===== config.mk =====
export PLATFORM = sky130hd
export DESIGN_NAME = qlearn_policy_driver
export DESIGN_NICKNAME = d
export VERILOG_FILES = /design/src/rtl/qlearn_pkg.sv /design/src/rtl/qlearn_argmax.sv /design/src/rtl/qlearn_policy_driver.sv
export SDC_FILE = /design/constraint.sdc
export NUM_CORES = 1
export LEC_CHECK = 0
export CAP_MARGIN = 20
export CORE_ASPECT_RATIO = 1.25
export CORE_MARGIN = 2
export CORE_UTILIZATION = 25
export DETAILED_ROUTE_END_ITERATION = 12
export PLACE_DENSITY = 0.51
export SKIP_CTS_REPAIR_TIMING = 1
export SYNTH_ARGS = -nofsm -noshare
export SYNTH_HDL_FRONTEND = slang
export SYNTH_SLANG_ARGS = --single-unit

===== constraint.sdc =====
create_clock -name clk -period 15.7 [get_ports clk]
set_input_delay 3.925 -clock clk [delete_from_list [all_inputs] [get_ports clk]]
set_output_delay 3.925 -clock clk [all_outputs]
set_load 0.01 [all_outputs]

===== src/rtl/qlearn_pkg.sv =====
// Constants shared between the Q-learning accelerator and its policy driver:
// default widths, FSM state codes and the 16-bit Galois LFSR step.
package qlearn_pkg;

  localparam int QL_Q_W      = 16;
  localparam int QL_STATE_W  = 6;
  localparam int QL_ACTION_W = 4;

  // x^16 + x^14 + x^13 + x^11, right-shifting Galois form
  localparam logic [15:0] LFSR_TAPS         = 16'hB400;
  localparam logic [15:0] LFSR_DEFAULT_SEED = 16'hACE1;

  localparam logic [2:0] ST_IDLE     = 3'd0;
  localparam logic [2:0] ST_SELECT   = 3'd1;
  localparam logic [2:0] ST_OFFER    = 3'd2;
  localparam logic [2:0] ST_WAIT_OBS = 3'd3;
  localparam logic [2:0] ST_UPDATE   = 3'd4;

  function automatic logic [15:0] lfsr_step(input logic [15:0] cur);
    lfsr_step = cur[0] ? ((cur >> 1) ^ LFSR_TAPS) : (cur >> 1);
  endfunction

endpackage


===== src/rtl/qlearn_argmax.sv =====
// Combinational signed argmax over a packed Q row; zero latency, no flow control.
// Ties resolve to the lowest action index.
module qlearn_argmax
  import qlearn_pkg::*;
#(
  parameter int NUM_ACTIONS = 4,
  parameter int Q_W         = QL_Q_W,
  parameter int IDX_W       = QL_ACTION_W
) (
  input  logic [NUM_ACTIONS*Q_W-1:0] row,
  output logic [IDX_W-1:0]           idx,
  output logic [Q_W-1:0]             max_val
);

  always_comb begin
    idx     = '0;
    max_val = row[Q_W-1:0];
    // strict greater-than keeps the earlier index on equal values
    for (int i = 1; i < NUM_ACTIONS; i++) begin
      if ($signed(row[i*Q_W +: Q_W]) > $signed(max_val)) begin
        idx     = IDX_W'(i);
        max_val = row[i*Q_W +: Q_W];
      end
    end
  end

endmodule


===== src/rtl/qlearn_policy_driver.sv =====
// Epsilon-greedy episode sequencer feeding the Q-learning accelerator; step = 3 + HOLD_CYCLES cycles unstalled.
// Waits indefinitely on act_ready and obs_valid; accelerator inputs are held, never backpressured.
module qlearn_policy_driver
  import qlearn_pkg::*;
#(
  parameter int          NUM_ACTIONS = 4,
  parameter int          Q_W         = QL_Q_W,
  parameter int          STATE_W     = QL_STATE_W,
  parameter int          ACTION_W    = QL_ACTION_W,
  parameter int          HOLD_CYCLES = 4,
  parameter int          MAX_STEPS   = 256,
  parameter logic [15:0] LFSR_SEED   = LFSR_DEFAULT_SEED
) (
  input  logic                       clk,
  input  logic                       rst,
  input  logic                       start,
  input  logic [STATE_W-1:0]         init_state,
  input  logic [7:0]                 epsilon,
  output logic                       act_valid,
  output logic [ACTION_W-1:0]        act_action,
  input  logic                       act_ready,
  input  logic                       obs_valid,
  input  logic [STATE_W-1:0]         obs_state,
  input  logic [15:0]                obs_reward,
  input  logic                       obs_done,
  output logic                       acc_en,
  output logic [ACTION_W-1:0]        acc_action,
  output logic [STATE_W-1:0]         acc_state,
  output logic [STATE_W-1:0]         acc_next_state,
  output logic [15:0]                acc_reward,
  input  logic [NUM_ACTIONS*Q_W-1:0] q_row,
  output logic                       busy,
  output logic                       episode_done,
  output logic [15:0]                step_count
);

  localparam int          SEL_W      = $clog2(NUM_ACTIONS);
  localparam int          HOLD_W     = $clog2(HOLD_CYCLES + 1);
  localparam logic [15:0] STEP_LIMIT = 16'(MAX_STEPS);

  logic [2:0]                 state;
  logic [15:0]                lfsr;
  logic [STATE_W-1:0]         cur_state;
  logic [ACTION_W-1:0]        action;
  logic                       first_step;
  logic [NUM_ACTIONS*Q_W-1:0] row;
  logic [STATE_W-1:0]         obs_state_q;
  logic [15:0]                obs_reward_q;
  logic                       obs_done_q;
  logic [HOLD_W-1:0]          hold_cnt;
  logic [15:0]                step_cnt;
  logic                       done_pulse;

  logic [ACTION_W-1:0] best_idx;
  logic [Q_W-1:0]      best_val_unused;
  logic                explore;
  logic [ACTION_W-1:0] rand_action;
  logic                hold_last;
  logic                in_update;

  qlearn_argmax #(
    .NUM_ACTIONS (NUM_ACTIONS),
    .Q_W         (Q_W),
    .IDX_W       (ACTION_W)
  ) u_argmax (
    .row     (row),
    .idx     (best_idx),
    .max_val (best_val_unused)
  );

  // First step of an episode has no valid row yet, so it always explores
  assign explore     = first_step || (lfsr[7:0] < epsilon);
  assign rand_action = ACTION_W'(lfsr[8 +: SEL_W]);
  assign hold_last   = (hold_cnt == HOLD_W'(HOLD_CYCLES - 1));
  assign in_update   = (state == ST_UPDATE);

  always_ff @(posedge clk or posedge rst) begin
    if (rst) begin
      state        <= ST_IDLE;
      lfsr         <= LFSR_SEED;
      cur_state    <= '0;
      action       <= '0;
      first_step   <= 1'b0;
      row          <= '0;
      obs_state_q  <= '0;
      obs_reward_q <= '0;
      obs_done_q   <= 1'b0;
      hold_cnt     <= '0;
      step_cnt     <= '0;
      done_pulse   <= 1'b0;
    end else begin
      lfsr       <= lfsr_step(lfsr);
      done_pulse <= 1'b0;
      case (state)
        ST_IDLE: begin
          if (start) begin
            cur_state  <= init_state;
            step_cnt   <= '0;
            first_step <= 1'b1;
            state      <= ST_SELECT;
          end
        end
        ST_SELECT: begin
          action     <= explore ? rand_action : best_idx;
          first_step <= 1'b0;
          state      <= ST_OFFER;
        end
        ST_OFFER: begin
          if (act_ready) begin
            state <= ST_WAIT_OBS;
          end
        end
        ST_WAIT_OBS: begin
          if (obs_valid) begin
            obs_state_q  <= obs_state;
            obs_reward_q <= obs_reward;
            obs_done_q   <= obs_done;
            hold_cnt     <= '0;
            state        <= ST_UPDATE;
          end
        end
        ST_UPDATE: begin
          if (hold_last) begin
            // accelerator output is valid on the final hold cycle
            row       <= q_row;
            step_cnt  <= step_cnt + 16'd1;
            cur_state <= obs_state_q;
            if (obs_done_q || (step_cnt + 16'd1 == STEP_LIMIT)) begin
              done_pulse <= 1'b1;
              state      <= ST_IDLE;
            end else begin
              state <= ST_SELECT;
            end
          end else begin
            hold_cnt <= hold_cnt + 1'b1;
          end
        end
        default: state <= ST_IDLE;
      endcase
    end
  end

  assign busy         = (state != ST_IDLE);
  assign act_valid    = (state == ST_OFFER);
  assign act_action   = action;
  assign episode_done = done_pulse;
  assign step_count   = step_cnt;

  assign acc_en         = in_update;
  assign acc_action     = in_update ? action       : '0;
  assign acc_state      = in_update ? cur_state    : '0;
  assign acc_next_state = in_update ? obs_state_q  : '0;
  assign acc_reward     = in_update ? obs_reward_q : '0;

endmodule


==> impl_metrics.toml <==
[synth]
synth_top_area_share = 0.441
synthTopCellsByCount = "nand2_1 (194), dfrtp_1 (127), ha_1 (58)"
synth_cell_types = 51
async_reset_ff_frac = 1.00
synth.avg_cell_area_sq_um = 9.33
ys_top_cells_by_area = "dfrtp_1 (44%), nand2_1 (10%), ha_1 (10%), mux2_2 (4.1%), o21ai_0 (3.6%)"
syn_area_sq_um = 7210
synth-seq-cells = 135
yosysMostFrequentCell = "nand2_1"
synth_top_flop_cell = "dfrtp_1"
yosysSeqAreaShare = 0.470
synth_edf_count = 0
yosysWarnings = 0
yosys.area.top_type = "dfrtp_1"
synthCells = 773

[floorplanning]
dieWidth_um = 156
core-area_sq_um = 28400
start_util = 0.254
ios = 162
rows = 69
die_y_um = 194
dieArea_sq_um = 30200

[routing]
drtIter0Drc = 334
via_count = 5886
vias_per_cell = 4.58
ant_nets = 0
drtPass1Iterations = 4
drt-wirelength-per-cell_um = 16.2
drc_errors = 0
drt_wl_total_um = 20700

[clocking]
h-tree-depth = 4
clockBufferDepth = 2
clock-root-buffer = "clkbuf_16"
clk_pin_slew_worst_paths_ns = 0.06
cts_tree = "yes"
numCtsBuffers = 17
clkSinkCount = 135
insertion_delay_ns = 0.43

[place]
post-place-ws_ns = 8.96
placed_cell_area_sq_um = 9110
io_buffer_count = 157
dp.cells = 1251
dp_hpwl_um = 14800
place_congestion = 0.816

[worst_setup_path]
r2r_end = "act_action[1]"
crit_required_ns = 15.94
worstReg2RegStart = "row[15]"
cp-end-kind = "flop"
path_class = "flop to flop"
arrival_ns = 7.04
rr_worst_depth = 23
reg2reg_slack_ns = 8.90
critPathLaunch = "row[15]"
crit_end = "act_action[1]"
worstPathMaxFanout = 33
startpoint_type = "flop"

[pwr]
seq_power_share = 0.242
p_comb_frac = 0.547
max-vdd-ir-drop_mv = 0.185
power_density_nw_per_um2 = 220
p_int_mw = 1.24
total_power_mw = 2.15
swShare = 0.424
switchingPower_uw = 909
power_leakage_nw = 4.56
pwr-share-clk = 0.210

[cells_and_area]
area_growth_pct = 35.4
multi_input_area_sq_um = 3530
n_fill_cell = 2889
fin_area_sq_um = 9760
seq_area_sq_um = 3390
layout-drive-gt1-share = 0.0851
nets = 1079
layoutNonFillerInstCount = 1284
postLayoutCoreUtil = 0.344

[sta]
min_period_ns = 6.80
slew_headroom = 0.306
setup_viol = 0
slew_violations = 0
tightest_slew_ns = 1.04
fin_ws_ns = 8.90
tns_ns = 0
post-route-period-util = 0.433
worst_hold_slack_ns = 0.372
worst_clock_skew_ns = 0.0129
rsz0062_at_grt = "no"
hold_viol = 0
fmax_ghz = 0.147

[global_route]
grt_pass1_vias = 6089
globalRouteOverflowTotal = 0
grt_first_pass_wirelength_um = 33500
grt_start_max_net_pins = 92
track_usage = 0.142
antenna_found_initial = 3

[run_status]
status = "finished clean"

[hold_path]
worstHoldPathType = "flop to flop"

[job]
cap_viol_max_count = 0
==> area by class of cell <==
type,instances,area share
Inverter,33,0.0132
Sequential cell,135,0.347
Timing Repair Buffer,163,0.166
Multi-Input combinational cell,565,0.361
Antenna cell,1,0.000256
Clock inverter,12,0.0204
Clock buffer,20,0.0468
Tap cell,355,0.0455
==> critical path, stage by stage (launching register included) <==
cell and delay [ns]:
dfrtp_1 0.34, inv_1 0.06, ha_1 0.33, nand4_2 0.16, nor2_1 0.06, or3_1 0.35
a221o_1 0.32, mux2i_4 0.69, mux2i_1 0.33, ha_1 0.38, nand4_1 0.13, a2111oi_0 0.59
o31a_1 0.20, a41o_1 0.79, nor2_1 0.08, a21o_1 0.19, ha_1 0.28, nor2b_1 0.13
o211ai_1 0.15, a2111oi_0 0.11, a2111oi_0 0.37, a21oi_1 0.12, nor3b_1 0.31, a221oi_1 0.15
==> power groups by stage <==
stage / sequential [mW] / clock, mW / combinational, mW
2_1_floorplan: 0.497 / 0 / 0.943
3_3_place_gp: 0.526 / 0 / 1.16
3_5_place_dp: 0.527 / 0 / 1.18
4_1_cts: 0.523 / 0.465 / 1.18
5_1_grt: 0.534 / 0.479 / 1.32
6_report: 0.520 / 0.451 / 1.17
==> cell usage in the layout, fill, tap and decap left out, types with 6 or more instances in the layout <==
| master | Yosys | routed |
|---|---|---|
| ha_1 | 58 | 58 |
| nor2_1 | 38 | 38 |
| mux2i_1 | 16 | 16 |
| buf_4 | 4 | 6 |
| o21ai_0 | 52 | 52 |
| mux2_2 | 26 | 26 |
| dfrtp_1 | 127 | 127 |
| nand2_1 | 194 | 193 |
| a21oi_1 | 29 | 29 |
| nand3_1 | 9 | 9 |
| and3_1 | 34 | 33 |
| o31ai_1 | 6 | 6 |
| clkbuf_16 | 0 | 17 |
| nor3_1 | 6 | 6 |
| nand4_1 | 15 | 15 |
| inv_1 | 33 | 32 |
| clkdlybuf4s50_1 | 0 | 157 |
| a21o_1 | 22 | 22 |
| dfstp_2 | 8 | 8 |
==> sequential cells by signal, summed over array words and instances, names as in the netlist, 2 cells and up <==
| name | cells |
|---|---|
| state | 3 |
| obs_reward_q | 16 |
| step_count | 16 |
| act_action | 2 |
| cur_state | 6 |
| lfsr | 16 |
| obs_state_q | 6 |
| row | 64 |
| hold_cnt | 3 |
==> worst min-delay path by stage <==
| stage | slack (ns) | cells after the start | to | startpoint |
|---|---|---|---|---|
| 2_1_floorplan | 0.33 | 0 | lfsr[11] | lfsr[12] |
| 3_3_place_gp | 0.34 | 0 | lfsr[11] | lfsr[12] |
| 3_5_place_dp | 0.35 | 0 | lfsr[11] | lfsr[12] |
| 4_1_cts | 0.38 | 0 | lfsr[5] | lfsr[6] |
| 5_1_grt | 0.38 | 0 | lfsr[6] | lfsr[7] |
| 6_report | 0.37 | 0 | lfsr[11] | lfsr[12] |
==> cell families after synthesis <==
group	Yosys count	synth area share
buffers and inverters	76	0.0432
flip-flops	135	0.470
XOR/XNOR	7	0.00850
other	1	0.000520
multiplexers	43	0.0659
AND/OR/NAND/NOR	318	0.195
adder cells (fa/ha/maj)	58	0.101
AO/OA/AOI/OAI	135	0.116
==> routing by layer <==
metal  up-vias  global-route usage  part of all wire
met2       150               0.240              0.49
met1      2770               0.170              0.42
met5         -                   0            0.0013
met3        18              0.0510             0.070
li1       2944                   -                 -
met4         4              0.0425             0.013
Power figures use the tool's default switching activity.
